==> config.mk <==
export PLATFORM = sky130hd
export DESIGN_NAME = rgb_to_luma_pipe
export DESIGN_NICKNAME = d
export VERILOG_FILES = /design/src/rtl/rgb_to_luma_pipe.sv
export SDC_FILE = /design/constraint.sdc
export NUM_CORES = 1
export LEC_CHECK = 0
export ABC_CLOCK_PERIOD_IN_PS = 12000
export CAP_MARGIN = 20
export CORE_MARGIN = 2
export CORE_UTILIZATION = 50
export CTS_BUF_LIST = sky130_fd_sc_hd__clkbuf_8
export DETAILED_ROUTE_END_ITERATION = 16
export DONT_BUFFER_PORTS = 1
export SLEW_MARGIN = 5
export SYNTH_ARGS = -nofsm -noshare
export SYNTH_HDL_FRONTEND = slang
export SYNTH_SLANG_ARGS = --single-unit
export TNS_END_PERCENT = 30
==> constraint.sdc <==
create_clock -name clk -period 12 [get_ports clk]
set_clock_uncertainty 0.05 [all_clocks]
set_input_delay 1.8 -clock clk [delete_from_list [all_inputs] [get_ports clk]]
set_output_delay 1.8 -clock clk [all_outputs]
set_load 0.02 [all_outputs]
==> src/rtl/rgb_to_luma_pipe.sv <==
// Three-stage RGB-to-luma converter with per-pixel mode/coefficients, frame sideband
// and an output pixel counter. A single global stall holds every stage when the output is blocked.
module rgb_to_luma_pipe #(
    parameter int DATA_W = 8,
    parameter int COEF_W = 8
) (
    input  logic              clk,
    input  logic              rst,
    input  logic              in_valid,
    output logic              in_ready,
    input  logic [DATA_W-1:0] in_red,
    input  logic [DATA_W-1:0] in_green,
    input  logic [DATA_W-1:0] in_blue,
    input  logic              in_sof,
    input  logic              in_eol,
    input  logic [1:0]        mode,
    input  logic [COEF_W-1:0] coef_r,
    input  logic [COEF_W-1:0] coef_g,
    input  logic [COEF_W-1:0] coef_b,
    output logic              out_valid,
    input  logic              out_ready,
    output logic [DATA_W-1:0] out_luma,
    output logic              out_sof,
    output logic              out_eol,
    output logic [31:0]       pix_cnt
);

    localparam int PROD_W = DATA_W + COEF_W;
    localparam int SUM_W  = DATA_W + COEF_W + 2;
    localparam int RND_W  = SUM_W + 1;
    localparam int SH     = (COEF_W > 8) ? COEF_W - 8 : 0;

    generate
        if (COEF_W < 8) begin : g_coef_w_check
            $error("rgb_to_luma_pipe: COEF_W must be at least 8");
        end
    endgenerate

    // Fixed coefficient sets are defined on an 8-bit scale and shifted up for wider COEF_W.
    localparam logic [COEF_W-1:0] K601_R = COEF_W'(77)  << SH;
    localparam logic [COEF_W-1:0] K601_G = COEF_W'(150) << SH;
    localparam logic [COEF_W-1:0] K601_B = COEF_W'(29)  << SH;
    localparam logic [COEF_W-1:0] K709_R = COEF_W'(54)  << SH;
    localparam logic [COEF_W-1:0] K709_G = COEF_W'(183) << SH;
    localparam logic [COEF_W-1:0] K709_B = COEF_W'(19)  << SH;
    localparam logic [COEF_W-1:0] KAVG_R = COEF_W'(85)  << SH;
    localparam logic [COEF_W-1:0] KAVG_G = COEF_W'(86)  << SH;
    localparam logic [COEF_W-1:0] KAVG_B = COEF_W'(85)  << SH;

    localparam logic [RND_W-1:0] HALF  = RND_W'(1) << (COEF_W - 1);
    localparam logic [RND_W-1:0] LIMIT = RND_W'({DATA_W{1'b1}});

    logic              advance;
    logic [COEF_W-1:0] cr, cg, cb;

    logic              s1_valid_q, s1_valid_d;
    logic [PROD_W-1:0] s1_pr_q, s1_pr_d, s1_pg_q, s1_pg_d, s1_pb_q, s1_pb_d;
    logic              s1_sof_q, s1_sof_d, s1_eol_q, s1_eol_d;

    logic              s2_valid_q, s2_valid_d;
    logic [SUM_W-1:0]  s2_sum_q, s2_sum_d;
    logic              s2_sof_q, s2_sof_d, s2_eol_q, s2_eol_d;

    logic              out_valid_q, out_valid_d;
    logic [DATA_W-1:0] out_luma_q, out_luma_d;
    logic              out_sof_q, out_sof_d, out_eol_q, out_eol_d;
    logic [31:0]       pix_cnt_q, pix_cnt_d;

    logic [RND_W-1:0]  rounded;
    logic [DATA_W-1:0] luma_sat;

    assign advance  = !out_valid_q || out_ready;
    assign in_ready = advance;

    always_comb begin
        cr = K601_R;
        cg = K601_G;
        cb = K601_B;
        case (mode)
            2'd1: begin cr = K709_R; cg = K709_G; cb = K709_B; end
            2'd2: begin cr = KAVG_R; cg = KAVG_G; cb = KAVG_B; end
            2'd3: begin cr = coef_r; cg = coef_g; cb = coef_b; end
            default: ;
        endcase
    end

    always_comb begin
        s1_valid_d = s1_valid_q;
        s1_pr_d    = s1_pr_q;
        s1_pg_d    = s1_pg_q;
        s1_pb_d    = s1_pb_q;
        s1_sof_d   = s1_sof_q;
        s1_eol_d   = s1_eol_q;
        if (advance) begin
            s1_valid_d = in_valid;
            s1_pr_d    = PROD_W'(in_red)   * PROD_W'(cr);
            s1_pg_d    = PROD_W'(in_green) * PROD_W'(cg);
            s1_pb_d    = PROD_W'(in_blue)  * PROD_W'(cb);
            s1_sof_d   = in_sof;
            s1_eol_d   = in_eol;
        end
    end

    always_comb begin
        s2_valid_d = s2_valid_q;
        s2_sum_d   = s2_sum_q;
        s2_sof_d   = s2_sof_q;
        s2_eol_d   = s2_eol_q;
        if (advance) begin
            s2_valid_d = s1_valid_q;
            s2_sum_d   = SUM_W'(s1_pr_q) + SUM_W'(s1_pg_q) + SUM_W'(s1_pb_q);
            s2_sof_d   = s1_sof_q;
            s2_eol_d   = s1_eol_q;
        end
    end

    // Round half-up, then clamp; only custom coefficients can exceed full scale.
    always_comb begin
        rounded  = (RND_W'(s2_sum_q) + HALF) >> COEF_W;
        luma_sat = (rounded > LIMIT) ? {DATA_W{1'b1}} : rounded[DATA_W-1:0];
    end

    always_comb begin
        out_valid_d = out_valid_q;
        out_luma_d  = out_luma_q;
        out_sof_d   = out_sof_q;
        out_eol_d   = out_eol_q;
        pix_cnt_d   = pix_cnt_q;
        if (advance) begin
            out_valid_d = s2_valid_q;
            out_luma_d  = s2_valid_q ? luma_sat : '0;
            out_sof_d   = s2_valid_q & s2_sof_q;
            out_eol_d   = s2_valid_q & s2_eol_q;
        end
        if (out_valid_q && out_ready) begin
            pix_cnt_d = out_sof_q ? 32'd1 : pix_cnt_q + 32'd1;
        end
    end

    always_ff @(posedge clk) begin
        if (rst) begin
            s1_valid_q  <= 1'b0;
            s2_valid_q  <= 1'b0;
            out_valid_q <= 1'b0;
            out_luma_q  <= '0;
            out_sof_q   <= 1'b0;
            out_eol_q   <= 1'b0;
            pix_cnt_q   <= '0;
        end else begin
            s1_valid_q  <= s1_valid_d;
            s2_valid_q  <= s2_valid_d;
            out_valid_q <= out_valid_d;
            out_luma_q  <= out_luma_d;
            out_sof_q   <= out_sof_d;
            out_eol_q   <= out_eol_d;
            pix_cnt_q   <= pix_cnt_d;
        end
    end

    // Intermediate data and sideband are qualified by their valids, so they need no reset.
    always_ff @(posedge clk) begin
        s1_pr_q  <= s1_pr_d;
        s1_pg_q  <= s1_pg_d;
        s1_pb_q  <= s1_pb_d;
        s1_sof_q <= s1_sof_d;
        s1_eol_q <= s1_eol_d;
        s2_sum_q <= s2_sum_d;
        s2_sof_q <= s2_sof_d;
        s2_eol_q <= s2_eol_d;
    end

    assign out_valid = out_valid_q;
    assign out_luma  = out_luma_q;
    assign out_sof   = out_sof_q;
    assign out_eol   = out_eol_q;
    assign pix_cnt   = pix_cnt_q;

endmodule

* After elaboration in Yosys (flattened, before gate mapping)
Cells that the tools add are included.
** Word-level totals
- Register bits after elaboration :: 115
- Bits of input ports :: 56
- Output and inout bits :: 44
- Logic and storage cells :: 37
** Cells by class
- Add/subtract/negate cells :: 4
- Multipliers :: 3
- $lt $le $gt $ge :: 1
- Equal/unequal tests :: 3
- Multiplexer cells :: 6
- Bitwise gates (word level) :: 2
- Reductions and logical operators :: 3
** Operator list (number)
- $pmux W8 S3 :: 3
- $mul A8 B8 Y16 :: 3
- $add A32 B1 Y32 const B :: 1
- $mux W32 :: 1
- $add A18 B8 Y19 const B :: 1
- $add A17 B16 Y18 :: 1
- $add A16 B16 Y17 :: 1
- $mux W8 :: 2
- $gt A11 B8 Y1 const B :: 1
- $eq A2 B2 Y1 const B :: 2
- $and A1 B1 Y1 :: 2
- $eq A2 B1 Y1 const B :: 1
- $logic_and A1 B1 Y1 :: 1
- $logic_not A1 Y1 :: 1
- $logic_or A1 B1 Y1 :: 1

* Longest topological paths before layout
- Depth after elaboration :: 4
- Depth in mapped cells :: 20
- Gate-level depth less buffers :: 19

* Worst setup path after synthesis
No wires, ideal clock.
- Path kind :: input -> register
- From :: input port mode[1]
- To :: register s1_pb_q[15] (data pin)
- Library setup time :: 0.260 ns
- Arrival :: 6.311 ns
- Required time :: 11.690 ns
- Setup slack :: 5.379 ns
- Stages on the path :: 19
- Path buffers :: 2
- Cells stage by stage :: and2_1 -> clkbuf_1 -> buf_1 -> nand3_1 -> fa_1 -> fa_1 -> inv_1 -> fa_1 -> inv_1 -> fa_1 -> inv_1 -> ha_1 -> o21a_1 -> o31a_1 -> o211ai_2 -> a21oi_1 -> a2111oi_4 -> a21oi_1 -> xnor2_1
** On the way
- Word-level cells in the longest chain between the ends :: 3
- Elaborated cells between the ends (all ways) :: 5
- Classes of those cells :: mul: 1; eq/ne: 3; mux: 1
** RTL lines
- start, declared :: RTL line 16 : input logic [1:0] mode,
- $eq A2 B2 Y1 / $eq A2 B1 Y1 (equally long branches) :: RTL line 79 : case (mode)
- $pmux W8 S3 (*) :: RTL line 79
- $mul A8 B8 Y16 (*) :: RTL line 98 : s1_pb_d = PROD_W'(in_blue) * PROD_W'(cb);
- end signal, assigned :: RTL line 164 : s1_pb_q <= s1_pb_d;
- end, declared :: RTL line 57 : logic [PROD_W-1:0] s1_pr_q, s1_pr_d, s1_pg_q, s1_pg_d, s1_pb_q, s1_pb_d;
Every way passes the cells marked *; elsewhere a longest branch is shown, timed or not.
A chain may end at the register's enable or synchronous reset.

* Worst setup path in the final report
- From :: input port mode[1]
- To :: register s1_pg_q[15] (data pin)
** On the way
- Word-level cells in the longest chain between the ends :: 3
- Elaborated cells between the ends (all ways) :: 5
- Classes of those cells :: mul: 1; eq/ne: 3; mux: 1
** RTL lines
- $eq A2 B2 Y1 / $eq A2 B1 Y1 (equally long branches) :: RTL line 79
- $pmux W8 S3 (*) :: RTL line 79
- $mul A8 B8 Y16 (*) :: RTL line 97 : s1_pg_d = PROD_W'(in_green) * PROD_W'(cg);
- end signal, assigned :: RTL line 163 : s1_pg_q <= s1_pg_d;
- end, declared :: RTL line 57
Marks and branches as above.

==> results by stage <==
Run status:
- The run finished with clean final reports.

Place:
- The final HPWL from detailed placement is 17840 um.
- The number of port buffers is 0.
- The congestion estimate from routability-driven global placement came to 0.8152.

Yosys:
- The main flop type after synthesis is edfxtp_1.
- The adder and majority cell fraction of the synthesized area is 36.29%.
- The portion of synthesized area spent on multiplexers is 0.09022%.
- Yosys printed 0 warnings.
- The sequential share of the synthesized area is 25.17%.
- The cell area that synthesis handed to floorplanning was 11090 sq um.
- The number of library cell types mapped by synthesis is 57.
- The main combinational cell family by area after synthesis is adder cells.
- The simple-gate share of the synthesized area is 19.18%.
- The synthesized design contains 63 enable-type register cells.
- The compound-gate portion of the synthesized area is under 10%.
- Of the total synthesized cell area, the portion taken by XOR and XNOR cells is 5.447%.
- Synthesis handed over a netlist of 1114 instances.
- The share of flip-flops with an asynchronous set or reset after synthesis is 0%.
- Dividing the synthesized area by the synthesized cell count gives 9.959 sq um.
- The synthesized netlist net count is 1418.
- The register bit count reported by yosys is 108.

CTS:
- The clock latency of the later-clocked register in the worst-skew pair is 370 ps.
- For this design, the sink count on the clock tree is 108.
- TritonCTS built the clock tree.
- The H-tree depth reported by CTS is 3.
- Clock-pin slew was measured on the worst setup and hold paths at 100 ps.
- The longest clock path from root to sink contains 2 buffers.
- Clock tree synthesis selected as its root buffer the cell clkbuf_8.
- The number of CTS-inserted buffers is 9.
- In this run, post-CTS hold repair placed 0 buffers.
- After clock tree synthesis, the repair step resized 0 gates.
- After clock tree synthesis, the setup repair step added 0 buffers.

Setup path:
- The data required time of the worst path is about 12000 ps.
- The arrival time at the worst endpoint is 6460 ps.
- The worst register-to-register path has a depth of 9.
- In this design, the stage delay of the slowest critical-path cell is 540 ps.
- The signal on the critical path passes through and2_1 > buf_4 > nand2b_1 > and2_1 > fa_1 > inv_1 > fa_1 > fa_1 > fa_1 > inv_1 > ha_1 > o21a_1 > o31a_1 > o211ai_2 > a21oi_1 > a2111oi_4 > a21oi_1 > xnor2_1.
- STA classifies the critical path endpoint as a register.
- The kind of launch point of the worst setup path is a primary input.
- The cell seen most often among critical-path stages is fa_1.
- The worst setup path is of the in -> reg kind.
- The startpoint of the worst register-to-register path is s1_pr_q[6]$_DFFE_PP_.
- The slowest stage of the critical path belongs to the cell fa_1.
- The endpoint identified for the worst register-to-register timing path is s2_sum_q[17]$_DFFE_PP_.
- In this run the worst path has a maximum fanout of 41.
- The setup check on the worst reg-to-reg path leaves a slack of 9010 ps.

Routing:
- The first TritonRoute pass finished after 5 iterations.
- Dividing the detail-routed via count by the number of cells gives 5.166.
- After detailed routing, the average wire length per cell comes to 15.38 um.
- Detailed routing inserted a total of 7248 vias.
- For this block, the routed nets add up to 21580 um of wire.
- The number of nets with antenna violations after detailed routing is 0.
- The DRC violations left is 0.
- The initial detailed-routing violation count is 416.

Pwr:
- Across the VDD grid, the largest voltage drop is 0.1102 mV.
- The leakage power figure is 5.382 nW.
- Power comes to 2.272 mW.
- For this design the ratio of total power to cell area is ~200 nW/um^2.

Layout:
- The top cell types in the final layout, fill and taps aside, are inv_1, ha_1, fa_1, and2_1, nand2_1.
- The fraction of layout instances using a drive strength above 1 is 2.941%.
- The number of filler cells placed in the layout is 2003.
- Compared with the post-synthesis result, the final layout area differs by 4.545%.
- The library cell used most frequently in the layout, excluding fill and tap cells, is inv_1.
- In the final design database the tool counted 1421 nets.

Job:
- The total of max-cap violations is 0.

Timing:
- The setup TNS is 0 ps.
- The worst slew margin relative to its limit is around a third.
- Setup repair after global routing left no endpoint under its margin.
- The final critical path time including I/O delays and setup is 6378 ps.
- The number of pins with negative max-slew slack in the final report is 0.
- For the pin with the worst max-slew slack, the measured transition is ~980 ps.
- Based on the critical path, the design can be clocked at up to ~160 MHz.
- The worst path uses 53.15% of the clock period.
- The final-report setup violation count is 0.
- The number of failing hold endpoints at the final stage is 0.

Floorplanning:
- After floorplanning, the core was sized to cover around 22000 sq um.
- The die extent in y is 153.0 um.
- During I/O placement, the number of pins put on the boundary was 100.
- The die covers around 23000 sq um.
- The floorplan step set the die width to 153.0 um.
- The initial core utilization is 50.84%.
- The count of standard-cell rows is 54.

Global route:
- The initial antenna violation count is 0.
- The total grt overflow is 0.
- The number of global-route vias before repair is approximately 7.3k.
- The maximum number of pins on one net before global-route repair is 70.
- The first global-routing pass estimated 37190 um of wire.
- The overall global routing resource usage is 19.34%.

Worst hold path:
- In this run the most critical hold path is launched from s1_eol_q$_DFFE_PP_.
- For hold timing, the worst endpoint is s2_eol_q$_DFFE_PP_.
- The cell count of the worst hold path is 0.
- The worst hold-check path type is reg -> reg.
==> cell type report <==
cell class              instances  area (sq um)  share of cell area [%]
multi-input cells             833          7651                   65.97
flip-flops and latches        108          2793                   24.08
inverters                     161         604.3                   5.210
well taps                     280         350.3                   3.021
clock buffers                  10         137.6                   1.187
clock inverters                 6         32.53                  0.2805
repair buffers                  4         27.53                  0.2373
diodes                          1         2.502                 0.02158
==> registers in the layout, indices dropped and copies added (netlist names) <==
name        flops
s1_pb_q        16
out_eol         1
s1_valid_q      1
s2_valid_q      1
out_valid       1
out_luma        8
s2_sum_q       11
s2_sof_q        1
s1_sof_q        1
s1_pg_q        16
s1_eol_q        1
s1_pr_q        16
out_sof         1
s2_eol_q        1
pix_cnt        32
==> how the worst max path moves through the flow <==
stage / from / end / slack, ps / cells after the start
floorplan: mode[1] / s1_pb_q[15]$_DFFE_PP_ / 5380 / 19
global placement: mode[1] / s1_pb_q[14]$_DFFE_PP_ / 5320 / 18
detailed placement: mode[1] / s1_pg_q[15]$_DFFE_PP_ / 5230 / 18
CTS: mode[1] / s1_pb_q[15]$_DFFE_PP_ / 5630 / 18
global route: mode[1] / s1_pr_q[14]$_DFFE_PP_ / 5280 / 19
finish: mode[1] / s1_pg_q[15]$_DFFE_PP_ / 5620 / 18
==> report_power, final <==
part | total, mW | switching, mW | leakage, nW | internal [mW]
sequential | 0.642 | 0.0668 | 1.04 | 0.576
combinational | 1.43 | 0.768 | 4.25 | 0.664
clock | 0.198 | 0.119 | 0.0923 | 0.0792
==> per-layer routing <==
metal | GRT usage [%] | up-vias | wire (um)
met2 | 30.04 | 130 | 9510
met1 | 29.20 | 3442 | 10950
met4 | 3.439 | 0 | 189
met3 | 2.920 | 15 | 930
li1 | - | 3661 | -
met5 | 0 | - | 0
==> stage by stage <==
step                hold WS, ps  util (%)  setup slack (ps)  instances  instance area [sq um]
floorplan                 350.3         -              5379       1114                  11090
global placement          353.1     52.33              5320       1385                  11420
detailed placement        355.7     52.33              5229       1385                  11420
CTS                       380.6     53.11              5627       1401                  11590
global route              387.7     53.14              5284       1402                  11600
finish                    384.8     53.15              5622       1403                  11600
==> kinds of logic after synthesis <==
group / count (synthesis)
xor gates and xnor gates: 69
muxes: 1
adders and majority gates: 248
and+or+nand+nor: 393
buffers and inverters: 173
DFF: 108
AOI/OAI and AO/OA: 122
==> synth_stat cells (all sizes together) (3+ instances only) <==
| cell type | number | share of area, % |
|---|---|---|
| inv | 161 | 5.4 |
| ha | 125 | 14 |
| fa | 123 | 22 |
| and2 | 122 | 6.9 |
| nand2 | 64 | 2.2 |
| edfxtp | 63 | 17 |
| nor2 | 61 | 2.1 |
| a21oi | 46 | 2.1 |
| dfxtp | 45 | 8.1 |
| xnor2 | 45 | 3.6 |
| nand3 | 35 | 1.6 |
| and3 | 31 | 1.7 |
| nor2b | 29 | 1.6 |
| xor2 | 24 | 1.9 |
| o21a | 15 | 1.0 |
| nand2b | 14 | 0.79 |
| o21ai | 14 | 0.67 |
| a21boi | 11 | 0.74 |
| clkbuf | 10 | 0.34 |
| a22o | 9 | 0.71 |
| nor3 | 9 | 0.41 |
| and4 | 7 | 0.58 |
| or3 | 7 | 0.39 |
| nand4 | 5 | 0.34 |
| a21o | 4 | 0.27 |
| a2111oi | 3 | 0.63 |
| o211ai | 3 | 0.34 |
| o31a | 3 | 0.24 |
==> worst max-delay path: cells and delay by family <==
family          cells  cell delay [ps]
fa+ha+maj           5             2400
xor+xnor            1              130
simple gates        3              640
buf+inv             3              430
compound gates      6             1050
(Power assumes the default switching activity.)
